[src/rtl/fetch_unit_if.sv]
// Fetch-stage bus: program RAM read port, instruction register handshake and redirect.
interface fetch_unit_if #(
  parameter int unsigned ADDR_W = 9
);
  logic [ADDR_W-1:0] pram_addr;
  logic [7:0]        pram_data_0;
  logic [7:0]        pram_data_1;
  logic [7:0]        pram_data_2;
  logic              ir_valid;
  logic              ir_ready;
  logic [7:0]        ir_opcode;
  logic [7:0]        ir_op1;
  logic [7:0]        ir_op2;
  logic [1:0]        ir_len;
  logic [ADDR_W-1:0] ir_pc;
  logic              jmp_valid;
  logic [ADDR_W-1:0] jmp_addr;
  logic              halted;

  // Fetch unit side
  modport master (
    output pram_addr, ir_valid, ir_opcode, ir_op1, ir_op2, ir_len, ir_pc, halted,
    input  pram_data_0, pram_data_1, pram_data_2, ir_ready, jmp_valid, jmp_addr
  );

  // RAM / decode side
  modport slave (
    input  pram_addr, ir_valid, ir_opcode, ir_op1, ir_op2, ir_len, ir_pc, halted,
    output pram_data_0, pram_data_1, pram_data_2, ir_ready, jmp_valid, jmp_addr
  );
endinterface

[src/rtl/fetch_unit.sv]
// Instruction fetch: owns the PC, captures opcode plus operands from program RAM,
// sizes the instruction, and presents it over a valid/ready handshake.
module fetch_unit #(
  parameter int unsigned     ADDR_W   = 9,
  parameter logic [ADDR_W-1:0] RESET_PC = '0
) (
  input  logic          clk,
  input  logic          rst,
  fetch_unit_if.master  bus
);

  typedef enum logic [1:0] {
    S_ADDR = 2'd0,
    S_CAP  = 2'd1,
    S_HOLD = 2'd2,
    S_HALT = 2'd3
  } state_t;

  state_t            state;
  logic [ADDR_W-1:0] pc;
  logic              ir_valid;
  logic [7:0]        ir_opcode;
  logic [7:0]        ir_op1;
  logic [7:0]        ir_op2;
  logic [1:0]        ir_len;
  logic [ADDR_W-1:0] ir_pc;
  logic              halted;
  logic              halt_flag;

  logic [1:0]        len_c;
  logic              halt_op_c;
  logic [7:0]        op1_c;
  logic [7:0]        op2_c;

  // Length decode from the opcode byte currently presented by the RAM
  always_comb begin
    len_c     = 2'd1;
    halt_op_c = 1'b0;
    unique case (bus.pram_data_0[7:6])
      2'b00:   len_c = 2'd1;
      2'b01:   len_c = 2'd2;
      2'b10:   len_c = 2'd3;
      default: begin
        len_c     = 2'd1;
        halt_op_c = 1'b1;
      end
    endcase
    op1_c = (len_c >= 2'd2) ? bus.pram_data_1 : 8'h00;
    op2_c = (len_c == 2'd3) ? bus.pram_data_2 : 8'h00;
  end

  // Fetch sequencer; a redirect overrides whatever the current state would do
  always_ff @(posedge clk or negedge rst) begin
    if (!rst) begin
      state     <= S_ADDR;
      pc        <= RESET_PC;
      ir_valid  <= 1'b0;
      ir_opcode <= 8'h00;
      ir_op1    <= 8'h00;
      ir_op2    <= 8'h00;
      ir_len    <= 2'd0;
      ir_pc     <= '0;
      halted    <= 1'b0;
      halt_flag <= 1'b0;
    end else if (bus.jmp_valid) begin
      state     <= S_ADDR;
      pc        <= bus.jmp_addr;
      ir_valid  <= 1'b0;
      halted    <= 1'b0;
      halt_flag <= 1'b0;
    end else begin
      unique case (state)
        S_ADDR: state <= S_CAP;
        S_CAP: begin
          ir_opcode <= bus.pram_data_0;
          ir_op1    <= op1_c;
          ir_op2    <= op2_c;
          ir_len    <= len_c;
          ir_pc     <= pc;
          pc        <= pc + ADDR_W'(len_c);
          ir_valid  <= 1'b1;
          halt_flag <= halt_op_c;
          state     <= S_HOLD;
        end
        S_HOLD: begin
          if (bus.ir_ready) begin
            ir_valid <= 1'b0;
            if (halt_flag) begin
              halted <= 1'b1;
              state  <= S_HALT;
            end else begin
              state <= S_ADDR;
            end
          end
        end
        default: state <= S_HALT;
      endcase
    end
  end

  assign bus.pram_addr = pc;
  assign bus.ir_valid  = ir_valid;
  assign bus.ir_opcode = ir_opcode;
  assign bus.ir_op1    = ir_op1;
  assign bus.ir_op2    = ir_op2;
  assign bus.ir_len    = ir_len;
  assign bus.ir_pc     = ir_pc;
  assign bus.halted    = halted;

endmodule
[src/flat_wrapper.sv]
// flat-port wrapper written by rule: the top's interface ports become plain ports
module fetch_unit_flat 
#(
  parameter int unsigned     ADDR_W   = 9,
  parameter logic [ADDR_W-1:0] RESET_PC = '0
)
  (clk, rst, bus_pram_addr, bus_ir_valid, bus_ir_opcode, bus_ir_op1, bus_ir_op2, bus_ir_len, bus_ir_pc, bus_halted, bus_pram_data_0, bus_pram_data_1, bus_pram_data_2, bus_ir_ready, bus_jmp_valid, bus_jmp_addr);
  fetch_unit_if #(.ADDR_W(ADDR_W)) bus_i ();
  input  logic clk;
  input  logic rst;
  output wire logic [$bits(bus_i.pram_addr)-1:0] bus_pram_addr;
  output wire logic [$bits(bus_i.ir_valid)-1:0] bus_ir_valid;
  output wire logic [$bits(bus_i.ir_opcode)-1:0] bus_ir_opcode;
  output wire logic [$bits(bus_i.ir_op1)-1:0] bus_ir_op1;
  output wire logic [$bits(bus_i.ir_op2)-1:0] bus_ir_op2;
  output wire logic [$bits(bus_i.ir_len)-1:0] bus_ir_len;
  output wire logic [$bits(bus_i.ir_pc)-1:0] bus_ir_pc;
  output wire logic [$bits(bus_i.halted)-1:0] bus_halted;
  input wire logic [$bits(bus_i.pram_data_0)-1:0] bus_pram_data_0;
  input wire logic [$bits(bus_i.pram_data_1)-1:0] bus_pram_data_1;
  input wire logic [$bits(bus_i.pram_data_2)-1:0] bus_pram_data_2;
  input wire logic [$bits(bus_i.ir_ready)-1:0] bus_ir_ready;
  input wire logic [$bits(bus_i.jmp_valid)-1:0] bus_jmp_valid;
  input wire logic [$bits(bus_i.jmp_addr)-1:0] bus_jmp_addr;
  assign bus_pram_addr = bus_i.pram_addr;
  assign bus_ir_valid = bus_i.ir_valid;
  assign bus_ir_opcode = bus_i.ir_opcode;
  assign bus_ir_op1 = bus_i.ir_op1;
  assign bus_ir_op2 = bus_i.ir_op2;
  assign bus_ir_len = bus_i.ir_len;
  assign bus_ir_pc = bus_i.ir_pc;
  assign bus_halted = bus_i.halted;
  assign bus_i.pram_data_0 = bus_pram_data_0;
  assign bus_i.pram_data_1 = bus_pram_data_1;
  assign bus_i.pram_data_2 = bus_pram_data_2;
  assign bus_i.ir_ready = bus_ir_ready;
  assign bus_i.jmp_valid = bus_jmp_valid;
  assign bus_i.jmp_addr = bus_jmp_addr;
  fetch_unit #(.ADDR_W(ADDR_W), .RESET_PC(RESET_PC)) u_core (.clk(clk), .rst(rst), .bus(bus_i));
endmodule
[config.mk]
export PLATFORM = sky130hd
export DESIGN_NAME = fetch_unit_flat
export DESIGN_NICKNAME = d
export VERILOG_FILES = /design/src/rtl/fetch_unit_if.sv /design/src/rtl/fetch_unit.sv /design/src/flat_wrapper.sv
export SDC_FILE = /design/constraint.sdc
export NUM_CORES = 1
export LEC_CHECK = 0
export CAP_MARGIN = 20
export CORE_ASPECT_RATIO = 0.6
export CORE_MARGIN = 2
export CORE_UTILIZATION = 43
export DETAILED_ROUTE_END_ITERATION = 7
export HOLD_SLACK_MARGIN = 0.05
export PLACE_DENSITY = 0.79
export REMOVE_ABC_BUFFERS = 1
export SYNTH_ARGS = -nofsm -noshare
export SYNTH_HDL_FRONTEND = slang
export SYNTH_SLANG_ARGS = --single-unit
[constraint.sdc]
create_clock -name clk -period 1.9 [get_ports clk]
set_input_delay 0.19 -clock clk [delete_from_list [all_inputs] [get_ports clk]]
set_output_delay 0.19 -clock clk [all_outputs]
set_load 0.02 [all_outputs]
Word level (Yosys, flattened, before mapping)
Cells that the tools add are included.

operators by class
  $add $sub $neg = 1
  equality and inequality tests = 6
  magnitude comparators = 1
  reductions and logical operators = 11
  bitwise logic cells = 1
  mux-type cells = 19

operators by type and width
  kind                number
  $mux 9              2
  $mux 8              2
  $add 9x2->9         1
  $mux 1              9
  $reduce_bool 2->1   4
  $eq 2x2->1 const B  3
  $mux 2              3
  $pmux 2 s3          1
  $eq 2x1->1 const B  2
  $logic_not 2->1     2
  $pmux 2 s2          1
  $reduce_and 2->1    2
  $ne 3x3->1 const B  1
  $reduce_and 3->1    1
  $reduce_bool 3->1   1
  $reduce_or 3->1     1
  $ge 2x2->1 const B  1
  $pmux 1 s2          1
  $not 1->1           1

word-level totals
  register bits = 49
  output and inout port bits = 46
  input bits = 37
  logic and storage cells = 49

Logic depth before layout (Yosys ltp)
  depth in word-level cells = 5
  gate-level depth with buffers = 8
  gate-level depth less buffers = 8

Least setup slack after synthesis
Ideal clock, no wire load.

  kind = input-to-reg
  from = input port bus_pram_data_0[6]
  to = register u_core.pc[5], in the netlist u_core.bus.pram_addr[5]
  cell stages on the path = 7
  library setup time = 0.082 ns
  path buffers = 0
  path slack = 0.138 ns
  data required time = 1.818 ns
  data arrival time = 1.680 ns
  cell sequence = inv_1 > ha_1 > clkinv_1 > ha_1 > a21oi_1 > or4_1 > a31oi_1

between the ends
  word-level cells in the longest chain between the ends = 5
  elaborated cells on any way between the ends = 6
  classes of those cells = add/sub (1); eq/ne (2); mux (3)

RTL lines
  item                                             RTL line            RTL
  from (decl)                                      flat_wrapper.sv:19  input wire logic [$bits(bus_i.pram_data_0)-1:0] bus_pram_data_0;
  $eq 2x2->1 / $eq 2x1->1 (equally long branches)  fetch_unit.sv:39    unique case (bus.pram_data_0[7:6])
  $pmux 2 s2 *                                     fetch_unit.sv:39
  via u_core.len_c[1]                              fetch_unit.sv:30    logic [1:0] len_c;
  $add 9x2->9 *                                    fetch_unit.sv:80    pc <= pc + ADDR_W'(len_c);
  $mux 9 *                                         fetch_unit.sv:72    unique case (state)
  $mux 9 *                                         fetch_unit.sv:65    end else if (bus.jmp_valid) begin
  to (signal assigned)                             fetch_unit.sv:67    pc <= bus.jmp_addr;
  to (signal assigned)                             fetch_unit.sv:80
  to (decl)                                        fetch_unit.sv:20    logic [ADDR_W-1:0] pc;

The timed path passes the listed nets; every way through them passes the cells marked *. The select of a mux whose other input is x is not followed.
A chain may end at the register's enable or synchronous reset.

Worst setup path after layout
  from = register u_core.pc[0], in the netlist u_core.bus.pram_addr[0]
  to = register u_core.pc[8], in the netlist u_core.bus.pram_addr[8]

between the ends
  word-level cells in the longest chain between the ends = 3

RTL lines
  item         RTL line
  $add 9x2->9  fetch_unit.sv:80
  $mux 9       fetch_unit.sv:72
  $mux 9       fetch_unit.sv:65

Every way passes these cells. The select of a mux whose other input is x is not followed.

==> run_results.csv <==
group,metric,value,unit
outcome,status,"completed",
global_route,grt_pass1_vias,1683,
clock_network,h-tree-depth,2,
setup_path,cp_num_buf_inv,0,
timing,finalClockSkew,0.00832,ns
pwr,irDropWorstVdd,0.000693,V
global_route,overflow,0,
setup_path,ff2ff_path_depth,5,
layout,final_util,67.2,%
timing,rsz0062_at_grt,"no",
placed_design,place_area,0.00301,sq mm
global_route,grt_pass1_wl,8.28,mm
layout,drive_gt1_share,11.7,%
timing,setup_tns,0,ns
floorplan,initial_core_util,45.9,%
floorplan,chipHeight,58.8,um
hold_path,hold_depth,3,
setup_path,slowest_delay,0.49,ns
yosys,synth_cell_types,30,
yosys,ys.flop_type,"dfrtp_1",
hold_path,hold_path.class,"in2reg",
pwr,power_density,1070,mW/mm^2
yosys,synth_top_area_share,57.0,%
clock_network,insertion_delay,0.30,ns
yosys,synth-edff-count,0,
placed_design,gp_congestion,0.744,
placed_design,pre_cts_ws,-0.455,ns
floorplan,core_region_area,0.00468,sq mm
timing,setup_viol,0,
timing,worst_slack,0.192,ns
clock_network,cts_tree,"done",
floorplan,top_level_ports,83,
setup_path,reg2reg_from,"u_core.bus.pram_addr[0]",
routing,via_per_inst,4.88,
setup_path,end_kind,"flop",
layout,layout.nets,332,
setup_path,path_class,"reg2reg",
clock_network,numCtsBuffers,5,
setup_path,cp.arrival,1.94,ns
layout,areaGrowthSynthToFinish,46.3,%
timing,tightestPinTransition,0.622,ns
timing,slew-limit-headroom,58.6,%
routing,dr.pass1.iters,4,
routing,drtIter0Drc,55,
floorplan,dieArea,0.00560,sq mm
layout,fin_cells,353,
global_route,antenna_found_initial,0,
yosys,yosysSeqAreaShare,57.0,%
routing,wirelength,4.89,mm
pwr,leakagePower,1.35,nW
setup_path,path_delay_family,"simple AND/OR/NAND/NOR gates",
setup_path,cp_max_fo,4,
global_route,grt_max_degree,59,
routing,wire_per_inst,13.8,um
yosys,synth.avg_cell_area,10.5,sq um
yosys,yosys_warnings,0,
setup_path,crit_slowest_cell,"or4_1",
clock_network,clkTransAtPathRegs,0.09,ns
global_route,groute.usage.overall,19.3,%
yosys,synth.largest_area_cell,"dfrtp_1",
setup_path,startpoint_type,"flop",
hold_path,holdCritStartpoint,"bus_pram_data_0[7]",
placed_design,place_inst,344,
timing,fmax,585,MHz
timing,timing.final.crit_share,89.9,%
routing,drcViolationCount,0,
timing,hold_viol,0,
timing,period_minus_slack,1.71,ns
routing,vias,1724,
placed_design,dp_hpwl,3.55,mm
yosys,async_reset_ff_share,100,%
timing,holdWs,0.354,ns
yosys,netlist_area,0.00215,sq mm
floorplan,row_count,19,
layout,antennaDiodeCount,0,
clock_network,cts.sink_count,49,
placed_design,io_buffers,82,
job,maxCapViolCount,0,
timing,drv_slew,0,
hold_path,min_to,"u_core.bus.ir_opcode[7]",
routing,antenna_left,0,
clock_network,cts-root-buf,"clkbuf_8",
setup_path,reg2reg_slack,0.19,ns
setup_path,path_cells,"ha_2, fa_2, nand4_1, or4_1, a31oi_1",
floorplan,die_w,95.3,um
clock_network,ctsLongestPathBuffers,2,
layout,most-common-layout-cells,"79 x clkdlybuf4s50_1, 50 x nand2_1, 49 x dfrtp_1",
layout,layout_commonest_cell,"clkdlybuf4s50_1",
yosys,synthTopCellsByArea,"dfrtp_1 57%, nand2_1 8.7%, o21ai_0 6.3%",
layout,n_fill_cell,380,
layout,fin_area,0.00315,sq mm
yosys,netlist_instances,204,
setup_path,timing.rr.end,"u_core.bus.pram_addr[8]",
setup_path,required,2.13,ns
pwr,finalPower,3.38,mW
yosys,ys_ff_latch,49,
-- sequential cells by signal, summed over array words and instances, names as in the netlist --
signal,count
u_core.bus.ir_op2,8
u_core.bus.ir_len,2
u_core.bus.ir_valid,1
u_core.halt_flag,1
u_core.bus.halted,1
u_core.bus.ir_pc,9
u_core.bus.pram_addr,9
u_core.bus.ir_opcode,8
u_core.state,2
u_core.bus.ir_op1,8
-- cells in the mapped netlist (2+ instances only) --
| master | n |
|---|---|
| buf_2 | 2 |
| o31ai_1 | 3 |
| clkbuf_1 | 3 |
| o311ai_0 | 4 |
| a211oi_1 | 2 |
| a21oi_1 | 3 |
| nand2b_1 | 2 |
| or4_1 | 3 |
| clkinv_1 | 2 |
| mux2_2 | 12 |
| or2_2 | 2 |
| o21ai_0 | 27 |
| nor2_1 | 7 |
| ha_1 | 5 |
| mux2i_1 | 2 |
| and2b_2 | 2 |
| inv_1 | 6 |
| a31oi_1 | 5 |
| dfrtp_1 | 49 |
| buf_6 | 4 |
| nand2_1 | 50 |
-- logic make-up (layout without fill, tap and decap cells) --
group           Yosys count  after routing  share of synthesized area, %
simple gates             72             72                          15.1
compound gates           44             44                          11.8
xor+xnor                  1              1                         0.407
flops                    49             49                          57.0
mux                      14             14                          7.21
buf+inv                  18            104                          4.65
fa+ha+maj                 6              6                          3.84
-- worst max path at each step --
stage	from	end	slack (ns)	depth (start not counted)
after global placement	bus_pram_data_0[7]	u_core.bus.pram_addr[8]	-0.36	9
after floorplan	bus_pram_data_0[6]	u_core.bus.pram_addr[7]	0.14	7
after global routing	bus_pram_data_0[6]	u_core.bus.pram_addr[7]	0.10	8
after detailed placement	bus_pram_data_0[6]	u_core.bus.pram_addr[3]	-0.45	8
after CTS	u_core.bus.pram_addr[0]	u_core.bus.pram_addr[8]	0.18	5
final	u_core.bus.pram_addr[0]	u_core.bus.pram_addr[8]	0.19	5
-- where the power goes --
group          switching, mW  total [mW]  internal, mW  leakage [nW]
logic                  0.590        1.20         0.612         0.680
registers              0.144        1.41          1.27         0.614
clock network          0.335       0.764         0.429        0.0585
-- routing by layer --
layer	vias to the layer above	routed length (um)	global-route usage, %
li1	867	-	-
met1	785	2330	26.9
met2	67	2020	28.4
met3	5	516	8.07
met4	0	27	3.93
met5	-	0	0
-- worst register-to-register path: cells and delay by family (launching register included) --
family | cells | cell delay [ns]
compound gates | 1 | 0.16
fa+ha+maj | 2 | 0.42
flops | 1 | 0.42
simple gates | 2 | 0.65
-- area by class of cell --
cell class | instances | area (sq um) | area share [%]
Sequential cell | 49 | 1230 | 39.0
Timing Repair Buffer | 88 | 861 | 27.4
Multi-Input combinational cell | 137 | 833 | 26.5
Clock buffer | 7 | 86.3 | 2.74
Tap cell | 63 | 78.8 | 2.50
Inverter | 8 | 31.3 | 0.994
Clock inverter | 1 | 30.0 | 0.954
-- timing repair --
item                                    4_1_cts  5_1_grt
gates resized for setup                       6        0
hold buffers                                  1        0
buffers inserted                              0        0
endpoints found under the hold margin        49        0
endpoints found under the setup margin        4        0
(Power assumes the default switching activity.)
